## config.mk

```make
export PLATFORM = sky130hd
export DESIGN_NAME = instruction_fetch_unit_flat
export DESIGN_NICKNAME = d
export VERILOG_FILES = /design/src/rtl/instruction_fetch_unit_pkg.sv /design/src/rtl/instruction_fetch_unit_if.sv /design/src/rtl/instruction_fetch_unit_pc_register.sv /design/src/rtl/instruction_fetch_unit.sv /design/src/flat_wrapper.sv
export SDC_FILE = /design/constraint.sdc
export NUM_CORES = 1
export LEC_CHECK = 0
export CORE_MARGIN = 3
export CORE_UTILIZATION = 31
export DETAILED_ROUTE_END_ITERATION = 8
export HOLD_SLACK_MARGIN = 0.08
export PLACE_DENSITY = 0.65
export RECOVER_POWER = 25
export SLEW_MARGIN = 30
export SYNTH_ARGS = -nofsm -noshare
export SYNTH_HDL_FRONTEND = slang
export SYNTH_SLANG_ARGS = --single-unit
```

## constraint.sdc

```tcl
create_clock -name clk -period 7.25 [get_ports clk]
set_input_delay 1.45 -clock clk [delete_from_list [all_inputs] [get_ports clk]]
set_output_delay 1.45 -clock clk [all_outputs]
set_load 0.005 [all_outputs]
```

## src/rtl/instruction_fetch_unit_pkg.sv

```systemverilog
// ============================================================================
// Module  : instruction_fetch_unit_pkg
// Brief   : Shared definitions for the fetch stage (widths, NOP, FSM states).
// Revision: 1.0 - initial release
// ============================================================================
`default_nettype none

package instruction_fetch_unit_pkg;

  localparam int XLEN_DEFAULT = 64;
  localparam int INST_W       = 32;
  localparam logic [INST_W-1:0] NOP_INST = 32'h0000_0013;

  typedef enum logic [1:0] {
    ST_FETCH = 2'd0,
    ST_WAIT  = 2'd1,
    ST_HOLD  = 2'd2,
    ST_FAULT = 2'd3
  } fetch_state_e;

  function automatic logic is_misaligned(input logic [1:0] low_bits);
    return low_bits != 2'b00;
  endfunction

endpackage

`default_nettype wire

```

## src/rtl/instruction_fetch_unit_if.sv

```systemverilog
// ============================================================================
// Module  : instruction_fetch_unit_if
// Brief   : Memory, redirect and decode handshake bundle of the fetch stage.
//           misalign_fault exists only when MISALIGN_CHECK_EN is defined.
// Revision: 1.0 - initial release
// ============================================================================
`default_nettype none

interface instruction_fetch_unit_if
  import instruction_fetch_unit_pkg::*;
#(
  parameter int XLEN = XLEN_DEFAULT
);

  logic              imem_req_valid;
  logic              imem_req_ready;
  logic [XLEN-1:0]   imem_req_addr;
  logic              imem_rsp_valid;
  logic [INST_W-1:0] imem_rsp_data;
  logic              redirect_valid;
  logic [XLEN-1:0]   redirect_pc;
  logic              inst_valid;
  logic              inst_ready;
  logic [INST_W-1:0] instruction;
  logic [XLEN-1:0]   inst_pc;
`ifdef MISALIGN_CHECK_EN
  logic              misalign_fault;

  modport master (
    output imem_req_valid, imem_req_addr, inst_valid, instruction, inst_pc, misalign_fault,
    input  imem_req_ready, imem_rsp_valid, imem_rsp_data, redirect_valid, redirect_pc, inst_ready
  );
  modport slave (
    input  imem_req_valid, imem_req_addr, inst_valid, instruction, inst_pc, misalign_fault,
    output imem_req_ready, imem_rsp_valid, imem_rsp_data, redirect_valid, redirect_pc, inst_ready
  );
`else
  modport master (
    output imem_req_valid, imem_req_addr, inst_valid, instruction, inst_pc,
    input  imem_req_ready, imem_rsp_valid, imem_rsp_data, redirect_valid, redirect_pc, inst_ready
  );
  modport slave (
    input  imem_req_valid, imem_req_addr, inst_valid, instruction, inst_pc,
    output imem_req_ready, imem_rsp_valid, imem_rsp_data, redirect_valid, redirect_pc, inst_ready
  );
`endif

endinterface

`default_nettype wire

```

## src/rtl/instruction_fetch_unit_pc_register.sv

```systemverilog
// ============================================================================
// Module  : instruction_fetch_unit_pc_register
// Brief   : Program counter with redirect load and +4 increment (load wins).
// Revision: 1.0 - initial release
// ============================================================================
`default_nettype none

module instruction_fetch_unit_pc_register #(
  parameter int              XLEN     = 64,
  parameter logic [XLEN-1:0] RESET_PC = '0
) (
  input  wire logic            clk,
  input  wire logic            reset,
  input  wire logic            load,
  input  wire logic [XLEN-1:0] load_pc,
  input  wire logic            incr,
  output logic      [XLEN-1:0] pc
);

  logic [XLEN-1:0] pc_d;
  logic [XLEN-1:0] pc_q;

  // Increment wraps modulo 2^XLEN by construction.
  always_comb begin
    pc_d = pc_q;
    if (load) begin
      pc_d = load_pc;
    end else if (incr) begin
      pc_d = pc_q + XLEN'(4);
    end
  end

  always_ff @(posedge clk or posedge reset) begin
    if (reset) begin
      pc_q <= RESET_PC;
    end else begin
      pc_q <= pc_d;
    end
  end

  assign pc = pc_q;

endmodule

`default_nettype wire

```

## src/rtl/instruction_fetch_unit.sv

```systemverilog
// ============================================================================
// Module  : instruction_fetch_unit
// Brief   : Non-pipelined fetch stage: one outstanding imem request, IR and
//           valid/ready hand-off to decode. Option macro: MISALIGN_CHECK_EN.
// Revision: 1.0 - initial release
// ============================================================================
`default_nettype none

module instruction_fetch_unit
  import instruction_fetch_unit_pkg::*;
#(
  parameter int              XLEN     = XLEN_DEFAULT,
  parameter logic [XLEN-1:0] RESET_PC = '0
) (
  input  wire logic                 clk,
  input  wire logic                 reset,
  instruction_fetch_unit_if.master  bus
);

  fetch_state_e      state_d, state_q;
  logic              drop_d, drop_q;
  logic              req_valid_d, req_valid_q;
  logic              inst_valid_d, inst_valid_q;
  logic [INST_W-1:0] ir_d, ir_q;
  logic [XLEN-1:0]   inst_pc_d, inst_pc_q;

  logic              accept;
  logic              pc_load;
  logic              pc_incr;
  logic              redirect_bad;
  logic [XLEN-1:0]   redirect_target;
  logic [XLEN-1:0]   pc;

`ifdef MISALIGN_CHECK_EN
  assign redirect_bad    = is_misaligned(bus.redirect_pc[1:0]);
  assign redirect_target = bus.redirect_pc;
`else
  assign redirect_bad    = 1'b0;
  assign redirect_target = bus.redirect_pc & ~XLEN'(3);
`endif

  assign accept  = (state_q == ST_FETCH) && req_valid_q && bus.imem_req_ready;
  assign pc_load = bus.redirect_valid;

  instruction_fetch_unit_pc_register #(
    .XLEN     (XLEN),
    .RESET_PC (RESET_PC)
  ) u_pc_register (
    .clk     (clk),
    .reset   (reset),
    .load    (pc_load),
    .load_pc (redirect_target),
    .incr    (pc_incr),
    .pc      (pc)
  );

  always_comb begin
    state_d      = state_q;
    drop_d       = drop_q;
    inst_valid_d = inst_valid_q;
    ir_d         = ir_q;
    inst_pc_d    = inst_pc_q;
    pc_incr      = 1'b0;

    if (bus.redirect_valid) begin
      // Redirect overrides everything; a response landing this cycle is stale.
      case (state_q)
        ST_FETCH: begin
          if (accept) begin
            drop_d  = 1'b1;
            state_d = ST_WAIT;
          end
        end
        ST_WAIT: begin
          if (bus.imem_rsp_valid) begin
            drop_d  = 1'b0;
            state_d = ST_FETCH;
          end else begin
            drop_d  = 1'b1;
          end
        end
        ST_HOLD: begin
          inst_valid_d = 1'b0;
          state_d      = ST_FETCH;
        end
        ST_FAULT: begin
          state_d = ST_FETCH;
        end
      endcase
      if (redirect_bad) begin
        state_d      = ST_FAULT;
        drop_d       = 1'b0;
        inst_valid_d = 1'b0;
      end
    end else begin
      case (state_q)
        ST_FETCH: begin
          if (accept) begin
            state_d = ST_WAIT;
          end
        end
        ST_WAIT: begin
          if (bus.imem_rsp_valid) begin
            if (drop_q) begin
              drop_d  = 1'b0;
              state_d = ST_FETCH;
            end else begin
              ir_d         = bus.imem_rsp_data;
              inst_pc_d    = pc;
              pc_incr      = 1'b1;
              inst_valid_d = 1'b1;
              state_d      = ST_HOLD;
            end
          end
        end
        ST_HOLD: begin
          if (bus.inst_ready) begin
            inst_valid_d = 1'b0;
            state_d      = ST_FETCH;
          end
        end
        ST_FAULT: begin
          state_d = ST_FAULT;
        end
      endcase
    end

    // Request is registered, so it rises the cycle after entering FETCH.
    req_valid_d = (state_d == ST_FETCH);
  end

  always_ff @(posedge clk or posedge reset) begin
    if (reset) begin
      state_q      <= ST_FETCH;
      drop_q       <= 1'b0;
      req_valid_q  <= 1'b0;
      inst_valid_q <= 1'b0;
      ir_q         <= NOP_INST;
      inst_pc_q    <= RESET_PC;
    end else begin
      state_q      <= state_d;
      drop_q       <= drop_d;
      req_valid_q  <= req_valid_d;
      inst_valid_q <= inst_valid_d;
      ir_q         <= ir_d;
      inst_pc_q    <= inst_pc_d;
    end
  end

  assign bus.imem_req_valid = req_valid_q;
  assign bus.imem_req_addr  = pc;
  assign bus.inst_valid     = inst_valid_q;
  assign bus.instruction    = ir_q;
  assign bus.inst_pc        = inst_pc_q;
`ifdef MISALIGN_CHECK_EN
  assign bus.misalign_fault = (state_q == ST_FAULT);
`endif

endmodule

`default_nettype wire
```

## src/flat_wrapper.sv

```systemverilog
// flat-port wrapper written by rule: the top's interface ports become plain ports
module instruction_fetch_unit_flat import instruction_fetch_unit_pkg::*;
#(
  parameter int              XLEN     = XLEN_DEFAULT,
  parameter logic [XLEN-1:0] RESET_PC = '0
)
  (clk, reset, bus_imem_req_valid, bus_imem_req_addr, bus_inst_valid, bus_instruction, bus_inst_pc, bus_imem_req_ready, bus_imem_rsp_valid, bus_imem_rsp_data, bus_redirect_valid, bus_redirect_pc, bus_inst_ready);
  instruction_fetch_unit_if #(.XLEN(XLEN)) bus_i ();
  input  wire logic clk;
  input  wire logic reset;
  output wire logic [$bits(bus_i.imem_req_valid)-1:0] bus_imem_req_valid;
  output wire logic [$bits(bus_i.imem_req_addr)-1:0] bus_imem_req_addr;
  output wire logic [$bits(bus_i.inst_valid)-1:0] bus_inst_valid;
  output wire logic [$bits(bus_i.instruction)-1:0] bus_instruction;
  output wire logic [$bits(bus_i.inst_pc)-1:0] bus_inst_pc;
  input wire logic [$bits(bus_i.imem_req_ready)-1:0] bus_imem_req_ready;
  input wire logic [$bits(bus_i.imem_rsp_valid)-1:0] bus_imem_rsp_valid;
  input wire logic [$bits(bus_i.imem_rsp_data)-1:0] bus_imem_rsp_data;
  input wire logic [$bits(bus_i.redirect_valid)-1:0] bus_redirect_valid;
  input wire logic [$bits(bus_i.redirect_pc)-1:0] bus_redirect_pc;
  input wire logic [$bits(bus_i.inst_ready)-1:0] bus_inst_ready;
  assign bus_imem_req_valid = bus_i.imem_req_valid;
  assign bus_imem_req_addr = bus_i.imem_req_addr;
  assign bus_inst_valid = bus_i.inst_valid;
  assign bus_instruction = bus_i.instruction;
  assign bus_inst_pc = bus_i.inst_pc;
  assign bus_i.imem_req_ready = bus_imem_req_ready;
  assign bus_i.imem_rsp_valid = bus_imem_rsp_valid;
  assign bus_i.imem_rsp_data = bus_imem_rsp_data;
  assign bus_i.redirect_valid = bus_redirect_valid;
  assign bus_i.redirect_pc = bus_redirect_pc;
  assign bus_i.inst_ready = bus_inst_ready;
  instruction_fetch_unit #(.XLEN(XLEN), .RESET_PC(RESET_PC)) u_core (.clk(clk), .reset(reset), .bus(bus_i));
endmodule
```

==> summary.md <==
The flow ran to the end, but the final reports show violations. The final reports fail on max-capacitance violations, max-slew violations. The type of the worst setup path was in2reg. Timing would allow up to 210 MHz. The via count of the first global-routing pass was 6252. For the count of pins over their slew limit, the log shows 163.

The number of levels the H-tree was split into came out at 4. The synthesized netlist occupies a cell area of 0.00758 mm². From bottom edge to top edge, the die measures 162 µm.

The run gives -55.6% as the worst-case headroom to the max-slew limit. The largest total area in the synthesized netlist belongs to dfrtp_1. After global routing the overflow that remains totals 0. The top fanout value on the critical path was 66; the required time at the worst-slack endpoint was 7440 ps. Of the total power, the share spent switching nets is 28.7%. The run gives 3840 ps as the register-to-register setup slack. The share of cells above drive strength 1 works out to 15.6%.

The nature of the critical path endpoint is a flip-flop. Of the total power, the clock network draws 26.3%. The global router's overall resource usage is 17.2%, and the number of max-cap violations is 3. The worst path uses 65.6% of the clock period. The run gives 2 as the deepest clock path buffer count.

Entering global routing, the biggest net connects 67 pins. The worst hold path terminates at u_core.bus.instruction[24]. The die boundary width is 162 µm. The number of hold violations in the final report was 0. In the synthesized netlist the dominant register cell turns out to be dfrtp_1. The share of total power dissipated in sequential elements is 40.2%. The floorplan has 56 rows. In this run, the number of DRC markers left after iteration 0 of detailed routing was 345. For the pin with the worst max-slew slack, the measured transition is 2330 ps. After detailed routing, the average wire length per cell comes to 18.2 µm.

The detailed router placed 6302 vias in this run. The netlist uses 50 different library cells. The critical path launch point was bus_redirect_valid. The logs give 264 for the top-level I/O count and 33.5% for the combinational cell fraction of total power. The fraction of registers with async set or reset after synthesis works out to 100%. The remaining antenna violation count was 0; the HPWL after detailed placement was 16500 µm. For this run, the number of Yosys warnings is 0. The critical register-to-register path endpoint was u_core.u_pc_register.pc[56]. For the first-pass detailed-route iteration total, the log shows 4. The maximum vdd drop is 0.000158 V.

In this run the standard cell core region covers 0.0238 mm². The number of antenna diodes in the final layout is 0. Setup repair after global routing left no endpoint under its margin. Once the floorplan was initialized, standard cells occupied 31.9% of the core. The switching power was 1.00 mW. CTS saw 161 sinks.

TritonCTS created 17 clock buffers. The area growth from synthesis to layout is 45.4%. Clock-pin slew was measured on the worst setup and hold paths at 70 ps. The tools report the hold path startpoint as u_core.bus.instruction[24]. Global-route wire length before repair: 35700 µm.

The launching point of the worst reg2reg path was u_core.state_q[1]. Setup violations remaining at the end of the flow were counted as 0. The insertion delay to the later sink of the worst-skew pair was 420 ps. Input and output buffers added on the ports amount to 257.

After detailed placement, the total cell area comes to 0.0104 mm². The kind of path behind the tightest hold check was reg2reg. For the worst setup path, the data arrival time is 4950 ps. Number of antenna violations at the first check in global routing: 0. The minimum period implied by the final worst setup slack was 4760 ps.

The run gives 501 ps as the worst hold slack. Using the TritonRoute via totals, the vias-per-cell ratio works out to 5.00. The internal power of the cells totals 2.50 mW.

The share of the Yosys chip area taken by registers is 53.2%. Dividing total power by cell area gives a power density of 317 mW/mm². The tools report the static leakage as 4.34 nW. The post-synthesis register bit count is 161, and the post-synthesis average cell area is 11.1 µm². Die outline area: 0.0264 mm². Ranked by total cell area, the synthesized netlist is headed by dfrtp_1 52%, mux2_2 14%, nand2_1 3.3%. The number of standard cells after synthesis is 684, and the final setup skew is 9.24 ps. The setup TNS was 0 ps. For this design, the CTS-stage hold fixing added 0 buffers. The run gives 46.4% as the core utilization of the finished layout. The tools report the clock tree root buffer cell as clkbuf_16. Gates resized during post-CTS repair numbered 0.

The final weighted congestion of routability-driven global placement is 0.798, and the top-area cell type share of the netlist area is 52.1%. In the final design database the tool counted 1036 nets. The worst setup path is launched from a primary input. In the routed design, unresolved DRC markers number 0. Summing all non-filler instances in the final layout gives an area of 0.0110 mm². The number of cells on the worst hold path was 1. TritonCTS built the clock tree.

Post-CTS setup repair buffer count: 0. The worst register-to-register path has a depth of 7. The tools report the wire length reported by the detailed router as 23000 µm.

In this run, synthesis inferred 0 flip-flops with an integrated enable.
## per-layer routing
layer / GRT usage [%] / vias to the layer above / part of all wire [%] / routed length, µm
met3: 6.10 / 20 / 8.6 / 1980
li1: - / 2992 / - / -
met1: 22.6 / 3073 / 44 / 10200
met2: 26.7 / 217 / 45 / 10400
met5: 0 / - / 0 / 0
met4: 4.96 / 0 / 1.7 / 380
## critical path: stages
cell	delay, ps
clkbuf_1	1350
clkbuf_1	1750
o21ai_0	360
## synth_stat cells (5+ instances only)
| master | n |
|---|---|
| or4_1 | 15 |
| o21ai_0 | 46 |
| nor2_1 | 29 |
| o31ai_1 | 10 |
| nand2_1 | 67 |
| nor4_1 | 14 |
| xnor2_1 | 19 |
| nor2b_1 | 5 |
| xor2_1 | 18 |
| nand3_1 | 25 |
| mux2_2 | 95 |
| a31oi_1 | 14 |
| ha_1 | 5 |
| inv_1 | 12 |
| and4_1 | 6 |
| and3_1 | 12 |
| dfrtp_1 | 158 |
| nand4_1 | 33 |
| nor3_1 | 11 |
| clkbuf_1 | 30 |
## through the flow
| stage | total power [mW] | instances | setup slack [ps] |
|---|---|---|---|
| 2_1_floorplan | 1.88 | 687 | 1460 |
| 3_5_place_dp | 2.66 | 1229 | 2520 |
| 6_report | 3.50 | 1261 | 2490 |
| 4_1_cts | 3.61 | 1261 | 2990 |
| 3_3_place_gp | 2.63 | 1229 | 2540 |
| 5_1_grt | 3.71 | 1261 | 1890 |
## worst max-delay path by stage
stage | end | slack (ps) | cells past startpoint
after floorplan | u_core.bus.imem_req_valid | 1460 | 1
after global placement | u_core.u_pc_register.pc[58] | 2540 | 6
after detailed placement | u_core.u_pc_register.pc[52] | 2520 | 6
after CTS | u_core.u_pc_register.pc[56] | 2990 | 6
after global routing | u_core.u_pc_register.pc[28] | 1890 | 3
final | u_core.u_pc_register.pc[28] | 2490 | 3
## placed cells by master (no fill, tap or decap), types with 18 or more instances in the layout
cell type,instances
clkdlybuf4s50_1,212
dfrtp_1,158
dlygate4sd3_1,44
mux2_2,95
nand2_1,67
nand3_1,25
nand4_1,33
nor2_1,28
o21ai_0,46
xnor2_1,19
xor2_1,18
## cells by family (layout without fill, tap and decap cells)
logic type | Yosys count | in the layout | share of synthesized area, %
AOI/OAI and AO/OA | 91 | 91 | 7.31
xor gates and xnor gates | 37 | 37 | 4.27
adders and majority gates | 5 | 5 | 0.825
buffers and inverters | 55 | 310 | 3.18
DFF | 161 | 161 | 53.2
muxes | 99 | 99 | 14.6
other | 1 | 4 | 0.0494
and+or+nand+nor | 235 | 235 | 16.5
## layout make-up
type | instances | area [µm²]
Clock buffer | 19 | 453
Clock inverter | 13 | 138
Fill cell | 2197 | 12700
Inverter | 13 | 50.0
Multi-Input combinational cell | 471 | 3330
Sequential cell | 161 | 4030
Tap cell | 319 | 399
Timing Repair Buffer | 265 | 2620
## flip-flops by register name (all words and copies together) (netlist names)
signal / count
u_core.bus.instruction: 32
u_core.bus.inst_valid: 1
u_core.bus.inst_pc: 62
u_core.u_pc_register.pc: 62
u_core.state_q: 2
u_core.bus.imem_req_valid: 1
u_core.drop_q: 1
## power groups by stage
stage / clock (mW) / sequential (mW) / combinational (mW)
final: 0.921 / 1.41 / 1.17
after global routing: 0.984 / 1.45 / 1.27
after CTS: 0.955 / 1.42 / 1.23
after detailed placement: 0 / 1.43 / 1.23
after global placement: 0 / 1.41 / 1.22
after floorplan: 0 / 1.42 / 0.459
No activity file was read; power rests on OpenSTA's default activity.
